<file path="config.mk">
export PLATFORM = sky130hd
export DESIGN_NAME = scan_mux
export DESIGN_NICKNAME = d
export VERILOG_FILES = /design/src/rtl/scan_mux_pkg.sv /design/src/rtl/scan_mux_dwell_ctr.sv /design/src/rtl/scan_mux.sv
export SDC_FILE = /design/constraint.sdc
export NUM_CORES = 1
export LEC_CHECK = 0
export ABC_AREA = 0
export CAP_MARGIN = 20
export CORE_MARGIN = 4
export CORE_UTILIZATION = 51
export DETAILED_ROUTE_END_ITERATION = 8
export PLACE_DENSITY = 0.83
export SLEW_MARGIN = 20
export SYNTH_ARGS = -nofsm -noshare
export SYNTH_HDL_FRONTEND = slang
export SYNTH_HIERARCHICAL = 1
export SYNTH_SLANG_ARGS = --single-unit
export TNS_END_PERCENT = 20
</file>
<file path="constraint.sdc">
create_clock -name i_clk -period 5.05 [get_ports i_clk]
set_clock_uncertainty 0.15 [all_clocks]
set_input_delay 0.7575 -clock i_clk [delete_from_list [all_inputs] [get_ports i_clk]]
set_output_delay 0.7575 -clock i_clk [all_outputs]
set_load 0.005 [all_outputs]
</file>
<file path="src/rtl/scan_mux_pkg.sv">
// ----------------------------------------------------------------------------
// scan_mux_pkg
// Shared definitions for the scan_mux block:
//   - mode input encoding (MODE_MANUAL / MODE_SCAN)
//   - controller state type (MANUAL / SCAN)
//   - next_sel(): cyclic search for the next enabled channel after the current
//     one, reporting whether the search passed through index 0 (wrap) and
//     whether any enabled channel was found at all.
// Channel counts above MAX_CHANNELS are not supported by next_sel().
// ----------------------------------------------------------------------------
package scan_mux_pkg;

    localparam logic MODE_MANUAL = 1'b0;
    localparam logic MODE_SCAN   = 1'b1;

    localparam int unsigned MAX_CHANNELS = 64;
    localparam int unsigned MAX_SEL_W    = 6;

    typedef enum logic {
        MANUAL = 1'b0,
        SCAN   = 1'b1
    } state_e;

    typedef struct packed {
        logic [31:0] sel;
        logic        wrap;
        logic        found;
    } next_sel_t;

    // Steps 1..channels past cur; the first enabled index wins. Stepping a full
    // lap lands back on cur, so a lone enabled channel re-selects itself.
    function automatic next_sel_t next_sel(
        input logic [31:0]             cur,
        input logic [MAX_CHANNELS-1:0] mask,
        input logic [31:0]             channels
    );
        next_sel_t   res;
        logic [31:0] idx;
        logic        crossed;
        res.sel   = cur;
        res.wrap  = 1'b0;
        res.found = 1'b0;
        for (int unsigned s = 1; s <= MAX_CHANNELS; s++) begin
            if ((s <= channels) && !res.found) begin
                idx     = cur + s;
                crossed = (idx >= channels);
                if (crossed) begin
                    idx = idx - channels;
                end
                if (mask[idx[MAX_SEL_W-1:0]]) begin
                    res.sel   = idx;
                    res.wrap  = crossed;
                    res.found = 1'b1;
                end
            end
        end
        return res;
    endfunction

endpackage

</file>
<file path="src/rtl/scan_mux_dwell_ctr.sv">
// ----------------------------------------------------------------------------
// scan_mux_dwell_ctr
// Dwell timer for scan mode. Counts 0..DWELL-1 while enabled and flags the
// terminal count combinationally so the owner can act on the same edge that
// returns the counter to 0.
// Ports:
//   i_clk    clock, rising edge
//   i_rst    synchronous active-high reset
//   i_clear  restart the count at 0 (wins over i_en)
//   i_en     count enable
//   o_tc     high while enabled and sitting on the last dwell cycle
// ----------------------------------------------------------------------------
module scan_mux_dwell_ctr
    import scan_mux_pkg::*;
#(
    parameter int unsigned DWELL = 20
) (
    input  logic i_clk,
    input  logic i_rst,
    input  logic i_clear,
    input  logic i_en,
    output logic o_tc
);

    localparam int unsigned      CNT_W = (DWELL > 1) ? $clog2(DWELL) : 1;
    localparam logic [CNT_W-1:0] LAST  = CNT_W'(DWELL - 1);

    logic [CNT_W-1:0] r_cnt;

    assign o_tc = i_en && (r_cnt == LAST);

    always_ff @(posedge i_clk) begin
        if (i_rst || i_clear) begin
            r_cnt <= '0;
        end else if (i_en) begin
            r_cnt <= o_tc ? '0 : r_cnt + CNT_W'(1);
        end
    end

endmodule

</file>
<file path="src/rtl/scan_mux.sv">
// ----------------------------------------------------------------------------
// scan_mux
// Registered CHANNELS-way, WIDTH-bit multiplexer with manual and auto-scan
// channel selection.
// Ports:
//   i_clk       clock, rising edge
//   i_rst       synchronous active-high reset
//   i_ch_mask   per-channel enable (only with SCAN_MUX_CHAN_MASK_EN defined)
//   i_d         packed channel data, channel k at i_d[k*WIDTH +: WIDTH]
//   i_mode      0 = manual, 1 = scan
//   i_sel_in    channel number to load
//   i_sel_load  load strobe for i_sel_in (both modes)
//   o_y         registered data of the selected channel (lags o_cur_sel by 1)
//   o_y_valid   o_y reflects a legal, settled selection
//   o_cur_sel   channel currently selected
//   o_wrap      one-cycle pulse when a scan advance passes through channel 0
// Build option:
//   SCAN_MUX_CHAN_MASK_EN  adds i_ch_mask; scan skips disabled channels and
//                          loads of disabled channels are rejected. Without it
//                          every channel is enabled.
// ----------------------------------------------------------------------------
module scan_mux
    import scan_mux_pkg::*;
#(
    parameter int unsigned WIDTH    = 1,
    parameter int unsigned CHANNELS = 8,
    parameter int unsigned DWELL    = 20,
    parameter int unsigned SEL_W    = $clog2(CHANNELS)
) (
    input  logic                      i_clk,
    input  logic                      i_rst,
`ifdef SCAN_MUX_CHAN_MASK_EN
    input  logic [CHANNELS-1:0]       i_ch_mask,
`endif
    input  logic [CHANNELS*WIDTH-1:0] i_d,
    input  logic                      i_mode,
    input  logic [SEL_W-1:0]          i_sel_in,
    input  logic                      i_sel_load,
    output logic [WIDTH-1:0]          o_y,
    output logic                      o_y_valid,
    output logic [SEL_W-1:0]          o_cur_sel,
    output logic                      o_wrap
);

    state_e           r_state;
    logic [SEL_W-1:0] r_cur_sel;
    logic [WIDTH-1:0] r_y;
    logic             r_y_valid;
    logic             r_wrap;
    logic             r_primed;    // set after the first post-reset edge

    state_e              w_state_next;
    logic [CHANNELS-1:0] w_mask;
    logic                w_mask_any;
    logic                w_load_legal;
    logic                w_load_ok;
    logic                w_load_err;
    logic                w_ctr_clear;
    logic                w_ctr_en;
    logic                w_tc;
    logic                w_advance;
    next_sel_t           w_ns;
    logic [SEL_W-1:0]    w_adv_sel;
    logic [WIDTH-1:0]    w_y_next;

`ifdef SCAN_MUX_CHAN_MASK_EN
    assign w_mask = i_ch_mask;
`else
    assign w_mask = '1;
`endif

    assign w_mask_any = |w_mask;

    // Mode is a level: the state simply follows it one edge later.
    assign w_state_next = (i_mode == MODE_SCAN) ? SCAN : MANUAL;

    // A load is legal only for an existing, enabled channel. Values at or above
    // CHANNELS never match the loop and so stay illegal.
    always_comb begin
        w_load_legal = 1'b0;
        for (int k = 0; k < CHANNELS; k++) begin
            if (i_sel_in == SEL_W'(k)) begin
                w_load_legal = w_mask[k];
            end
        end
    end

    assign w_load_ok  = i_sel_load && w_load_legal;
    assign w_load_err = i_sel_load && !w_load_legal;

    // Entering or leaving scan, and any accepted load, restart the dwell.
    assign w_ctr_clear = (r_state != w_state_next) || w_load_ok;
    assign w_ctr_en    = (r_state == SCAN) && (i_mode == MODE_SCAN);

    scan_mux_dwell_ctr #(
        .DWELL (DWELL)
    ) u_dwell_ctr (
        .i_clk   (i_clk),
        .i_rst   (i_rst),
        .i_clear (w_ctr_clear),
        .i_en    (w_ctr_en),
        .o_tc    (w_tc)
    );

    always_comb begin
        w_ns      = next_sel(32'(r_cur_sel), MAX_CHANNELS'(w_mask), 32'(CHANNELS));
        w_adv_sel = r_cur_sel;
        for (int k = 0; k < CHANNELS; k++) begin
            if (w_ns.sel == 32'(k)) begin
                w_adv_sel = SEL_W'(k);
            end
        end
    end

    // A coincident load takes priority; an empty mask leaves nothing to go to.
    assign w_advance = w_tc && w_ns.found && !w_load_ok;

    always_comb begin
        w_y_next = '0;
        for (int k = 0; k < CHANNELS; k++) begin
            if (r_cur_sel == SEL_W'(k)) begin
                w_y_next = i_d[k*WIDTH +: WIDTH];
            end
        end
    end

    always_ff @(posedge i_clk) begin
        if (i_rst) begin
            r_state   <= MANUAL;
            r_cur_sel <= '0;
            r_y       <= '0;
            r_y_valid <= 1'b0;
            r_wrap    <= 1'b0;
            r_primed  <= 1'b0;
        end else begin
            r_state  <= w_state_next;
            r_primed <= 1'b1;
            r_y      <= w_y_next;
            // Needs one edge of y sampling first; a rejected load or an empty
            // mask knocks it low for as long as the condition lasts.
            r_y_valid <= r_primed && w_mask_any && !w_load_err;
            r_wrap    <= w_advance && w_ns.wrap;
            if (w_load_ok) begin
                r_cur_sel <= i_sel_in;
            end else if (w_advance) begin
                r_cur_sel <= w_adv_sel;
            end
        end
    end

    assign o_y       = r_y;
    assign o_y_valid = r_y_valid;
    assign o_cur_sel = r_cur_sel;
    assign o_wrap    = r_wrap;

endmodule

</file>
Word-level counts from Yosys, hierarchy flattened

Memory sizes are Yosys's and may differ from the RTL's.
Index checks and enable logic that the tools add are counted.

Bits in read-only memories: 512
Latch bits: 0
Memories kept: 8
Register bits: 13
Output and inout port bits: 6
Bits in writable memories: 0
Input bits: 15
Logic and storage cells: 157

Reductions and logical operators: 19
Divide/modulo/power cells: 0
Shifts and indexed selects: 0
Bitwise gates (word level): 0
Order comparisons: 16
Eq/ne operators: 23
Multiply operators: 0
Add/sub/neg operators: 17
Multiplexer cells: 67

Memory list:

| name             | words | width | read ports | clocked after Yosys merged registers in | write ports | line               | text |
|---|---|---|---|---|---|---|---|
| (name not given) | 64    | 1     | 1          | 0                                       | 0           | scan_mux_pkg.sv:50 | `if (mask[idx[MAX_SEL_W-1:0]]) begin` |
| (name not given) | 64    | 1     | 1          | 0                                       | 0           | scan_mux_pkg.sv:50 |  |
| (name not given) | 64    | 1     | 1          | 0                                       | 0           | scan_mux_pkg.sv:50 |  |
| (name not given) | 64    | 1     | 1          | 0                                       | 0           | scan_mux_pkg.sv:50 |  |
| (name not given) | 64    | 1     | 1          | 0                                       | 0           | scan_mux_pkg.sv:50 |  |
| (name not given) | 64    | 1     | 1          | 0                                       | 0           | scan_mux_pkg.sv:50 |  |
| +2 memories      | -     | -     | -          | -                                       | -           | -                  |  |

Operators by type and width:

| kind                | count |
|---|---|
| $mux 34             | 15 |
| $mux 32             | 15 |
| $eq 32x3->1 const B | 4 |
| $eq 32x2->1 const B | 2 |
| $lt 6x7->1 const B  | 8 |
| $sub 4x4->5 const B | 7 |
| $eq 32x1->1 const B | 1 |
| $logic_not 32->1    | 1 |
| $mux 3              | 10 |
| $ge 4x4->1 const B  | 7 |
| $mux 1              | 26 |
| $eq 3x3->1 const B  | 8 |
| $add 3x3->4 const B | 4 |
| $eq 3x2->1 const B  | 4 |
| $reduce_bool 9->1   | 1 |
| $add 3x2->4 const B | 2 |
| $logic_and 1x1->1   | 8 |
| $eq 3x1->1 const B  | 2 |
| $logic_not 3->1     | 2 |
| $sub 5x4->6 const B | 1 |
| $add 3x4->5 const B | 1 |
| $add 5x1->5 const B | 1 |
| $eq 5x5->1 const B  | 1 |
| $ge 5x4->1 const B  | 1 |
| other kinds (7)     | 10 |

Longest topological paths before layout

Gate-level depths: netlist of run 1.

Depth in word-level cells: 52
Depth in mapped cells: 8
Mapped depth without buffers: 8

Hierarchy

Netlist of run 1, hierarchy kept.

Modules (own cells, without submodules):

| module             | area each (sq um) | times used | cells each | sequential area each (sq um) |
|---|---|---|---|---|
| scan_mux           | 556.8             | 1          | 60         | 160.2 |
| scan_mux_dwell_ctr | 262.8             | 1          | 27         | 100.1 |

Worst setup path after synthesis of run 1

No wires, ideal clock.

Kind: input-to-reg
Start point: input port i_mode
End point: register r_cur_sel[2], in the netlist o_cur_sel[2]
Cell stages on the path: 6
Arrival: 1829 ps
Data required time: 4816 ps
Setup time: 84 ps
Slack: 2986 ps
Path buffers: 0
Cell sequence: ha_1 nand2_2 nor3_4 nand3_2 mux2i_1 o31ai_2

Longest elaborated chain between the ends: 6

Ends and longest elaborated chain:

| what                               | line                     | text |
|---|---|---|
| start: declaration                 | scan_mux.sv:36           | `input logic i_mode,` |
| $logic_and 1x1->1                  | scan_mux.sv:93           | `assign w_ctr_en = (r_state == SCAN) && (i_mode == MODE_SCAN);` |
| $logic_and 1x1->1                  | scan_mux_dwell_ctr.sv:30 | `assign o_tc = i_en && (r_cnt == LAST);` |
| net w_tc                           | scan_mux.sv:60           | `logic w_tc;` |
| $logic_and 1x1->1 (2 in series)    | scan_mux.sv:116          | `assign w_advance = w_tc && w_ns.found && !w_load_ok;` |
| $reduce_bool 2->1 (no source line) | -                        |  |
| $reduce_and 2->1 (no source line)  | -                        |  |
| end signal: assignment             | scan_mux.sv:144          | `r_cur_sel <= i_sel_in;` |
| end signal: assignment             | scan_mux.sv:146          | `r_cur_sel <= w_adv_sel;` |
| end: declaration                   | scan_mux.sv:46           | `logic [SEL_W-1:0] r_cur_sel;` |

The timed path passes the listed nets, and every way through them passes these cells.
A chain may end at the register's enable or synchronous reset.

Worst setup path in the final report of run 1

Start point: input port i_mode
End point: register r_cur_sel[2], in the netlist o_cur_sel[2]

Longest elaborated chain between the ends: 6

Ends and longest elaborated chain:

| what                               | line                     | text |
|---|---|---|
| $logic_and 1x1->1                  | scan_mux.sv:93           |  |
| net w_ctr_en                       | scan_mux.sv:59           | `logic w_ctr_en;` |
| $logic_and 1x1->1                  | scan_mux_dwell_ctr.sv:30 |  |
| net w_tc                           | scan_mux.sv:60           |  |
| $logic_and 1x1->1 (2 in series)    | scan_mux.sv:116          |  |
| $reduce_bool 2->1 (no source line) | -                        |  |
| $reduce_and 2->1 (no source line)  | -                        |  |

The timed path passes the listed nets, and every way through them passes these cells.

==> results.cfg, run 1 <==
[outcome]
status = finished, final reports clean

[synth]
syn_area_per_cell_um2 = 9.42
synth.distinct_cells = 35
synth.area.top_cells = dfxtp_1 32%, ha_1 18%, mux2i_1 4.9%, inv_1 4.6%, a21oi_1 3.1%
synth_simple_gate_area_share_pct = 22.7
synthMuxAreaShare_pct = 4.89
synth-seq-cells = 13
synth-adder-area-share_pct = 18.3
synth_top_family_by_area = simple AND/OR/NAND/NOR gates
syn-cell-area_um2 = 820
yosys.area.top_type_share_pct = 31.8
synth_nets = 114
postSynthCellCount = 87
synth_warnings = 6
synth_top_cell_by_area = dfxtp_1
ys_seq_area_share_pct = 31.8
synth-xor-area-share_pct = 2.14
synth-compound-area-share_pct = 15.6

[pwr]
p_leak_uw = 0.000438
power_density_nw_per_um2 = 203
ir_drop_mv = 0.194

[run]
maxCapViolCount = 0

[global_route]
grt_pass1_wl_mm = 2.79
grt_max_degree = 10
grt_pass1_vias = 674
grt_overflow_total = 0
antenna_found_initial = 0
grt_use_total_pct = 17.8

[critical_path]
cp-startpoint = i_mode
reg2reg_slack_ns = 2.97
crit_required_ns = 5.10
worstSetupStartpointType = primary input
critPathKind = primary input to flop
rr_endpoint = o_cur_sel[2]
crit_end = o_cur_sel[2]
end_kind = flop
worstPathMaxFanout = 6
r2r_start = o_cur_sel[2]
cp.arrival_ns = 2.49
ff2ff_path_depth = 8

[timing]
hold_viol = 0
fin_tns_setup_ns = 0
relSlewSlack_pct = 72.6
rsz0062_at_grt = no
period_needed_ns = 2.44
worstMarginPinSlew_ns = 0.401
fmax_ghz = 0.409
fin_ws_ns = 2.61
timing.final.crit_share_pct = 48.4
finalSetupViolCount = 0
final_max_slew_viol_count = 0

[finish]
drive_gt1_share_pct = 9.91
fin_nets = 139
fill_cells = 116
antenna_cells = 0
area_growth_pct = 30.1

[die]
rows = 14
die-area_um2 = 2310
core_um2 = 1510
start_util_pct = 54.4
die_x_um = 48.1
die_h_um = 48.1
io_pins = 21

[drt]
wl_per_cell_um = 13.5
drt_iter0_markers = 14
ant_nets = 0
drt_wl_total_mm = 1.72
dr.pass1.iters = 4
drc = 0
via_count = 691
viasPerCell = 5.44

[clock_network]
cts_num_sinks = 13
clk_pin_slew_ns = 0.08
cts-resized-gates = 0
htreeDepth = 1
cts_tree = yes
cts_buffers = 3
ctsHoldBuffers = 0
clk-insertion-delay-late_ns = 0.28
cts.root.buffer_cell = clkbuf_4
cts_setup_buffers = 0
cts_buffer_depth = 2

[placement]
pre_cts_ws_ns = 2.33
dp_hpwl_mm = 1.34
gp_congestion = 0.779
port-buffer-count = 20

[hold_path]
min_path_type = flop to flop
hold_depth = 1
cell usage after synthesis, drive strengths merged:
library cell and number:
nor2 2, ha 12, nor2b 3, dfxtp 13, o21a 1, a21oi 5
a2111oi 1, o31ai 1, or4 1, and4 1, nor4 2, or2b 1
xnor2 1, o22ai 1, a31oi 2, nand4 1, and2 1, or2 1
mux2i 4, nand3 4, inv 10, a221o 1, o21ai 3, o2111ai 1
xor2 1, a211oi 1, nand2 5, nor3 3, a32o 1, nand3b 3
per-layer routing:
layer | wire length, um | GRT usage, %
met1 | 789 | 20.8
met4 | 21 | 6.45
met5 | 0 | 0
met3 | 89 | 7.14
met2 | 820 | 29.3
flip-flops by register name, summed over array words and instances (netlist names):
name               flops
r_primed               1
o_y_valid              1
o_wrap                 1
u_dwell_ctr/r_cnt      5
r_state                1
o_y                    1
o_cur_sel              3
final cells by class:
| cell class | count | area, um^2 | area share, % |
|---|---|---|---|
| multi-input combinational | 64 | 522 | 48.9 |
| sequential | 13 | 260 | 24.4 |
| timing repair buffer | 20 | 200 | 18.8 |
| inverter | 10 | 37.5 | 3.52 |
| clock buffer | 4 | 26.3 | 2.46 |
| tap | 16 | 20.0 | 1.88 |
stage by stage:
step | utilization (%) | power (uW) | instances | hold WS [ns] | instance area, um^2
after floorplan | - | 132 | 87 | 0.264 | 820
after global placement | 69.0 | 154 | 123 | 0.267 | 1040
after detailed placement | 69.0 | 155 | 123 | 0.277 | 1040
after CTS | 70.8 | 218 | 127 | 0.293 | 1070
after global routing | 70.8 | 229 | 127 | 0.321 | 1070
final | 70.8 | 216 | 127 | 0.287 | 1070
power by group:
group | switching (uW) | internal (uW) | total (uW)
registers | 3.75 | 106 | 110
logic | 17.6 | 24.8 | 42.3
clock network | 32.9 | 30.7 | 63.5
how the worst min path moves through the flow:
stage / start / endpoint / slack (ns)
after floorplan: r_primed / o_y_valid / 0.26
after global placement: r_primed / o_y_valid / 0.27
after detailed placement: r_primed / o_y_valid / 0.28
after CTS: r_primed / o_y_valid / 0.29
after global routing: r_primed / o_y_valid / 0.32
final: r_primed / o_y_valid / 0.29
cells by family after synthesis:
kind of cell,count (synthesis)
compound gates,18
simple gates,28
fa+ha+maj,12
flops,13
xor+xnor,2
buf+inv,10
mux,4
worst max-delay path, stage by stage:
cell and delay [ns]:
clkdlybuf4s50_1 0.48, ha_1 0.29, nand2_2 0.13, nor3_4 0.32, nand3_2 0.17, mux2i_1 0.16
o31ai_2 0.19
placed cells by master, fill, tap and decap left out, types with 2 or more instances in the layout:
cell             synthesis  final
inv_1                   10     10
a31oi_1                  2      2
nand2_1                  4      4
nor2b_1                  3      3
clkdlybuf4s50_1          0     20
nand3b_1                 3      3
ha_1                    12     12
dfxtp_1                 13     13
a21oi_1                  5      5
mux2i_1                  4      4
nor3_1                   2      2
o21ai_0                  2      2
clkbuf_4                 0      3
nand3_1                  3      3
nor2_1                   2      2
(Power assumes the default switching activity.)
==> run 2: changes to the inputs <==
--- a/config.mk
+++ b/config.mk
@@ -8,9 +8,9 @@
 export ABC_AREA = 0
 export CAP_MARGIN = 20
 export CORE_MARGIN = 4
-export CORE_UTILIZATION = 51
+export CORE_UTILIZATION = 47
 export DETAILED_ROUTE_END_ITERATION = 8
-export PLACE_DENSITY = 0.83
+export PLACE_DENSITY = 0.77
 export SLEW_MARGIN = 20
 export SYNTH_ARGS = -nofsm -noshare
 export SYNTH_HDL_FRONTEND = slang
==> constraint.sdc (replaced) <==
create_clock -name i_clk -period 2.3 [get_ports i_clk]
set_clock_uncertainty 0.15 [all_clocks]
set_input_delay 0.345 -clock i_clk [delete_from_list [all_inputs] [get_ports i_clk]]
set_output_delay 0.345 -clock i_clk [all_outputs]
set_load 0.005 [all_outputs]
==> results.cfg, run 2 (synthesis results as in run 1) <==
[finish]
antenna_cells = 0
layout_commonest_cell = clkdlybuf4s50_1
largest_reg_flops = 5
area_growth_pct = 32.1
postLayoutCoreUtil_pct = 68.7
multiInputGateArea_um2 = 523
fin_nets = 141
register_area_um2 = 260
drive_gt1_share_pct = 11.5
mostFrequentLayoutCells = 20 x clkdlybuf4s50_1, 13 x dfxtp_1, 12 x ha_1, 10 x inv_1, 5 x a21oi_1
stdcell_area_um2 = 1080
regMostFlops = u_dwell_ctr/r_cnt
fill_cells = 137

[placement]
dpl-instance-area_um2 = 1050
pre_cts_ws_ns = 0.211
dp_hpwl_mm = 1.37
port-buffer-count = 20
gp_congestion = 0.815

[outcome]
status = finished, final reports clean

[global_route]
grt_overflow_total = 0
met1_usage_pct = 19.9
grt_pass1_wl_mm = 2.86
grt_max_degree = 10
use_met2_pct = 21.4
grt_pass1_vias = 657
antenna_found_initial = 0
use_met3_pct = 5.42
top_usage_layer = met2
grt_use_total_pct = 15.0

[hold_path]
hold_depth = 1
whs_endpoint = o_y_valid
min-delay-start = r_primed
min_path_type = flop to flop

[timing]
timing.final.crit_share_pct = 89.0
hold_viol = 0
rsz0062_at_grt = no
final_max_slew_viol_count = 0
worstMarginPinSlew_ns = 0.387
period_needed_ns = 2.05
fin_ws_ns = 0.252
hold_ws_ns = 0.295
finalSetupViolCount = 0
fin_tns_setup_ns = 0
relSlewSlack_pct = 74.1
fmax_ghz = 0.488

[die]
rows = 14
die_h_um = 49.8
die_x_um = 49.8
die-area_um2 = 2480
start_util_pct = 52.0
io_pins = 21
core_um2 = 1580

[clock_network]
htreeDepth = 1
cts_buffers = 3
cts.root.buffer_cell = clkbuf_4
cts_num_sinks = 13
clk_pin_slew_ns = 0.07
clk-insertion-delay-late_ns = 0.28
cts_setup_buffers = 0
cts_tree = yes
cts_buffer_depth = 2

[drt]
ant_nets = 0
drt_wl_total_mm = 1.66
viasPerCell = 5.54
drt_iter0_markers = 10
via_count = 715
dr.pass1.iters = 2
drc = 0
wl_per_cell_um = 12.9

[critical_path]
critPathKind = flop to flop
rr_endpoint = o_cur_sel[2]
cp-startpoint = o_cur_sel[1]
reg2reg_slack_ns = 0.25
worstPathMaxFanout = 7
end_kind = flop
ff2ff_path_depth = 6
worstSetupStartpointType = flop
crit_required_ns = 2.31
r2r_start = o_cur_sel[1]
cp.arrival_ns = 2.06

[pwr]
ir_drop_mv = 0.343
power_density_nw_per_um2 = 439
p_leak_uw = 0.000449

[run]
maxCapViolCount = 0
==> run 2: changes by cell type in the layout (fill, tap and decap cells not counted), sizes merged <==
cell and change:
buf +2
==> run 2: critical path: stages (launching register included) <==
cell     delay [ns]
dfxtp_1        0.44
inv_1          0.12
ha_1           0.25
or4_4          0.54
nand3_2        0.13
mux2i_1        0.23
o31ai_2        0.07
==> run 2: per-layer routing <==
layer	wire length, um	up-vias
met5	0	-
met3	78	5
met1	823	328
met2	732	15
li1	-	367
met4	27	0
==> run 2: what timing repair did <==
action / 4_1_cts / 5_1_grt
resized for setup: 0 / 1
setup endpoints to repair: 0 / 1
hold buffers: 0 / 0
==> run 2: area by class of cell <==
| type | count | area share (%) |
|---|---|---|
| Inverter | 10 | 3.47 |
| Multi-Input combinational cell | 64 | 48.3 |
| Clock buffer | 4 | 2.43 |
| Timing Repair Buffer | 22 | 19.9 |
| Tap cell | 16 | 1.85 |
| Sequential cell | 13 | 24.0 |
==> run 2: power by group <==
| part | internal [uW] | switching (uW) | total [uW] |
|---|---|---|---|
| logic | 56.2 | 39.4 | 95.6 |
| registers | 233 | 7.91 | 241 |
| clock network | 67.4 | 70.4 | 138 |
==> run 2: worst max-delay path by stage <==
stage	endpoint	slack [ns]
after global routing	o_y	0.07
final	o_cur_sel[2]	0.25
after floorplan	o_cur_sel[2]	0.38
after detailed placement	o_y	0.21
after global placement	u_dwell_ctr/r_cnt[0]	0.26
after CTS	o_y	0.20
==> run 2: metrics by stage <==
stage / total power, uW / instances
finish: 475 / 129
global route: 509 / 129
CTS: 482 / 129
detailed placement: 342 / 125
global placement: 340 / 125
floorplan: 289 / 87
==> variant, RTL diff (flow settings as in run 2) <==
Add a define of `SCAN_MUX_CHAN_MASK_EN`.
--- a/src/rtl/scan_mux.sv
+++ b/src/rtl/scan_mux.sv
@@ -21,2 +21,4 @@
 // ----------------------------------------------------------------------------
+`define SCAN_MUX_CHAN_MASK_EN
+
 module scan_mux
Interface: changed (added i_ch_mask); port bits go from 21 to 29. No check against the original RTL was run, so the function may have changed too.
==> variant against run 2 <==
- the flow now finishes with violations (setup timing)
- cell count grew to 2.8 times the old value
- wire length rose to 4.8 times the old value
- via count grew to 3.3 times the old value
- total power increased to 2.8 times the old value
- synthesized area grew 130%
- clock power rose by 50%
- worst hold slack got worse by 17 ps
- highest routed layer unchanged
- worst setup slack worse by 1000 ps
- sequential cell count unchanged
- cell area increased to 2.8 times the old value
- maximum frequency down 34%
- critical path type unchanged
==> variant: results (changes against run 2) <==
place:
  numPortBuffers: 28  # +40%
  post_dp_cell_area_um2: 2780  # +160%
  dp_hpwl_um: 5020  # +270%
  place_congestion: 0.9954  # +22%
  placed_cells: 346  # +180%
  pre_cts_ws_ps: -927.1  # -1138 ps
drt:
  wl_met2_um: 3783  # +420%
  wl_met3_um: 636  # +720%
  first_iter_violations: 295  # +285
  wl_met1_um: 3000  # +260%
  routed_via_density: 6.694  # +21%
  totalWireLength_um: 7929  # +380%
  drt_pre_antenna_iters: 5  # +3
synth:
  synthCells: 203  # +130%
  yosys-top-cells-area: "mux4_2 14%, dfxtp_1 14%, ha_1 11%, mux4_1 5.6%, mux2i_1 4.2%"
  ys_async_sr_fraction_pct: 0  # unchanged
  synthTopCellsByCount: "20 x nand2_1, 16 x ha_1, 13 x dfxtp_1, 12 x mux4_2"
  syn-num-nets: 242  # +110%
  ys_seq_area_share_pct: 13.79  # -18 points
  yosysUniqueCellTypes: 65  # +86%
global_routing:
  grt_pass1_wl_um: 11670  # +310%
  grt_max_degree: 19  # +9
  grt_use_met2_pct: 50.20  # +29 points
  busiest_layer: "met2"
  grt_usage_pct: 29.28  # +14 points
  grt_pass1_vias: 2264  # +240%
  grt_use_met1_pct: 35.80  # +16 points
  antenna_found_initial: 0  # unchanged
  grtUsageMet3_pct: 4.769  # -0.65 points
layout:
  drive_gt1_share_pct: 45.45  # +34 points
  largest-register: "u_dwell_ctr/r_cnt"
  stdcell_count: 356  # +180%
  n_antenna_cell: 0  # unchanged
  largest_register_ff_count: 5  # unchanged
clock_network:
  clock_latency_ps: 240  # -40 ps
  root_buffer: "clkbuf_8"
  htreeDepth: 1  # unchanged
critical_path:
  rr_worst_depth: 11  # +5
  crit_path_top_delay_cell: "mux4_2"
  worstPathArrival_ps: 3100  # +1040 ps
  cp_top_family: "multiplexers"
pwr:
  leakagePower_uw: 0.001199  # +170%
  max-vdd-ir-drop_uv: 312.3  # -8.9%
sta:
  worst_pin_slew_ps: 386.7  # -0.1721 ps
  fin_ws_ps: -795.1  # -1047 ps
  setup_viol: 9  # +9
  tns_ps: -3434  # -3434 ps
  hold_viol: 0  # unchanged
worst_hold_path:
  holdPathStages: 2  # +1
run_status:
  status: "complete, but fails checks"
  violations: "setup timing"
==> variant: cell types whose count changed in the layout (fill, tap and decap cells not counted), moves of 4 or more <==
cell / run 2 / this run
buf_4: 2 / 76
nand2_1: 4 / 19
mux4_2: 0 / 14
dlygate4sd2_1: 0 / 8
nor2b_1: 3 / 8
nand2b_1: 0 / 4
nor2_1: 2 / 6
o21ai_0: 2 / 6
==> variant: cells by family after synthesis <==
group	count (synthesis)	share of synthesized area (%)
and+or+nand+nor	75	22.15
buffers and inverters	15	3.779
AOI/OAI and AO/OA	51	20.36
xor gates and xnor gates	4	1.857
DFF	13	13.79
muxes	29	27.45
adders and majority gates	16	10.61
==> variant: final timing paths <==
kind	from	to	slack (ps)
worst max-delay path	o_cur_sel[1]$_SDFFE_PP0P_	o_cur_sel[0]$_SDFFE_PP0P_	-800
worst min-delay path	r_primed$_DFF_P_	o_y_valid$_SDFF_PP0_	280
worst max register to register	o_cur_sel[1]$_SDFFE_PP0P_	o_cur_sel[0]$_SDFFE_PP0P_	-800
worst min register to register	r_primed$_DFF_P_	o_y_valid$_SDFF_PP0_	280
==> variant: what timing repair did <==
| item | in CTS | in global routing |
|---|---|---|
| setup buffers | 3 | 3 |
| setup endpoints to repair | 9 | 9 |
| pin swaps | 6 | 9 |
| hold endpoints to repair | 0 | 0 |
| resized for setup | 23 | 25 |
| hold buffers | 0 | 0 |
==> variant: area by class of cell <==
class                           instances  area (µm²)
Clock buffer                            4       45.04
Fill cell                             188       747.0
Tap cell                               48       60.06
Multi-Input combinational cell        175        1732
Sequential cell                        13       265.3
Inverter                                9       37.54
Timing Repair Buffer                  107       884.6
==> variant: where the power goes <==
| part | switching, µW | internal [µW] |
|---|---|---|
| sequential | 7.65 | 235 |
| combinational | 441 | 456 |
| clock | 84.2 | 122 |
| total | 533 | 814 |
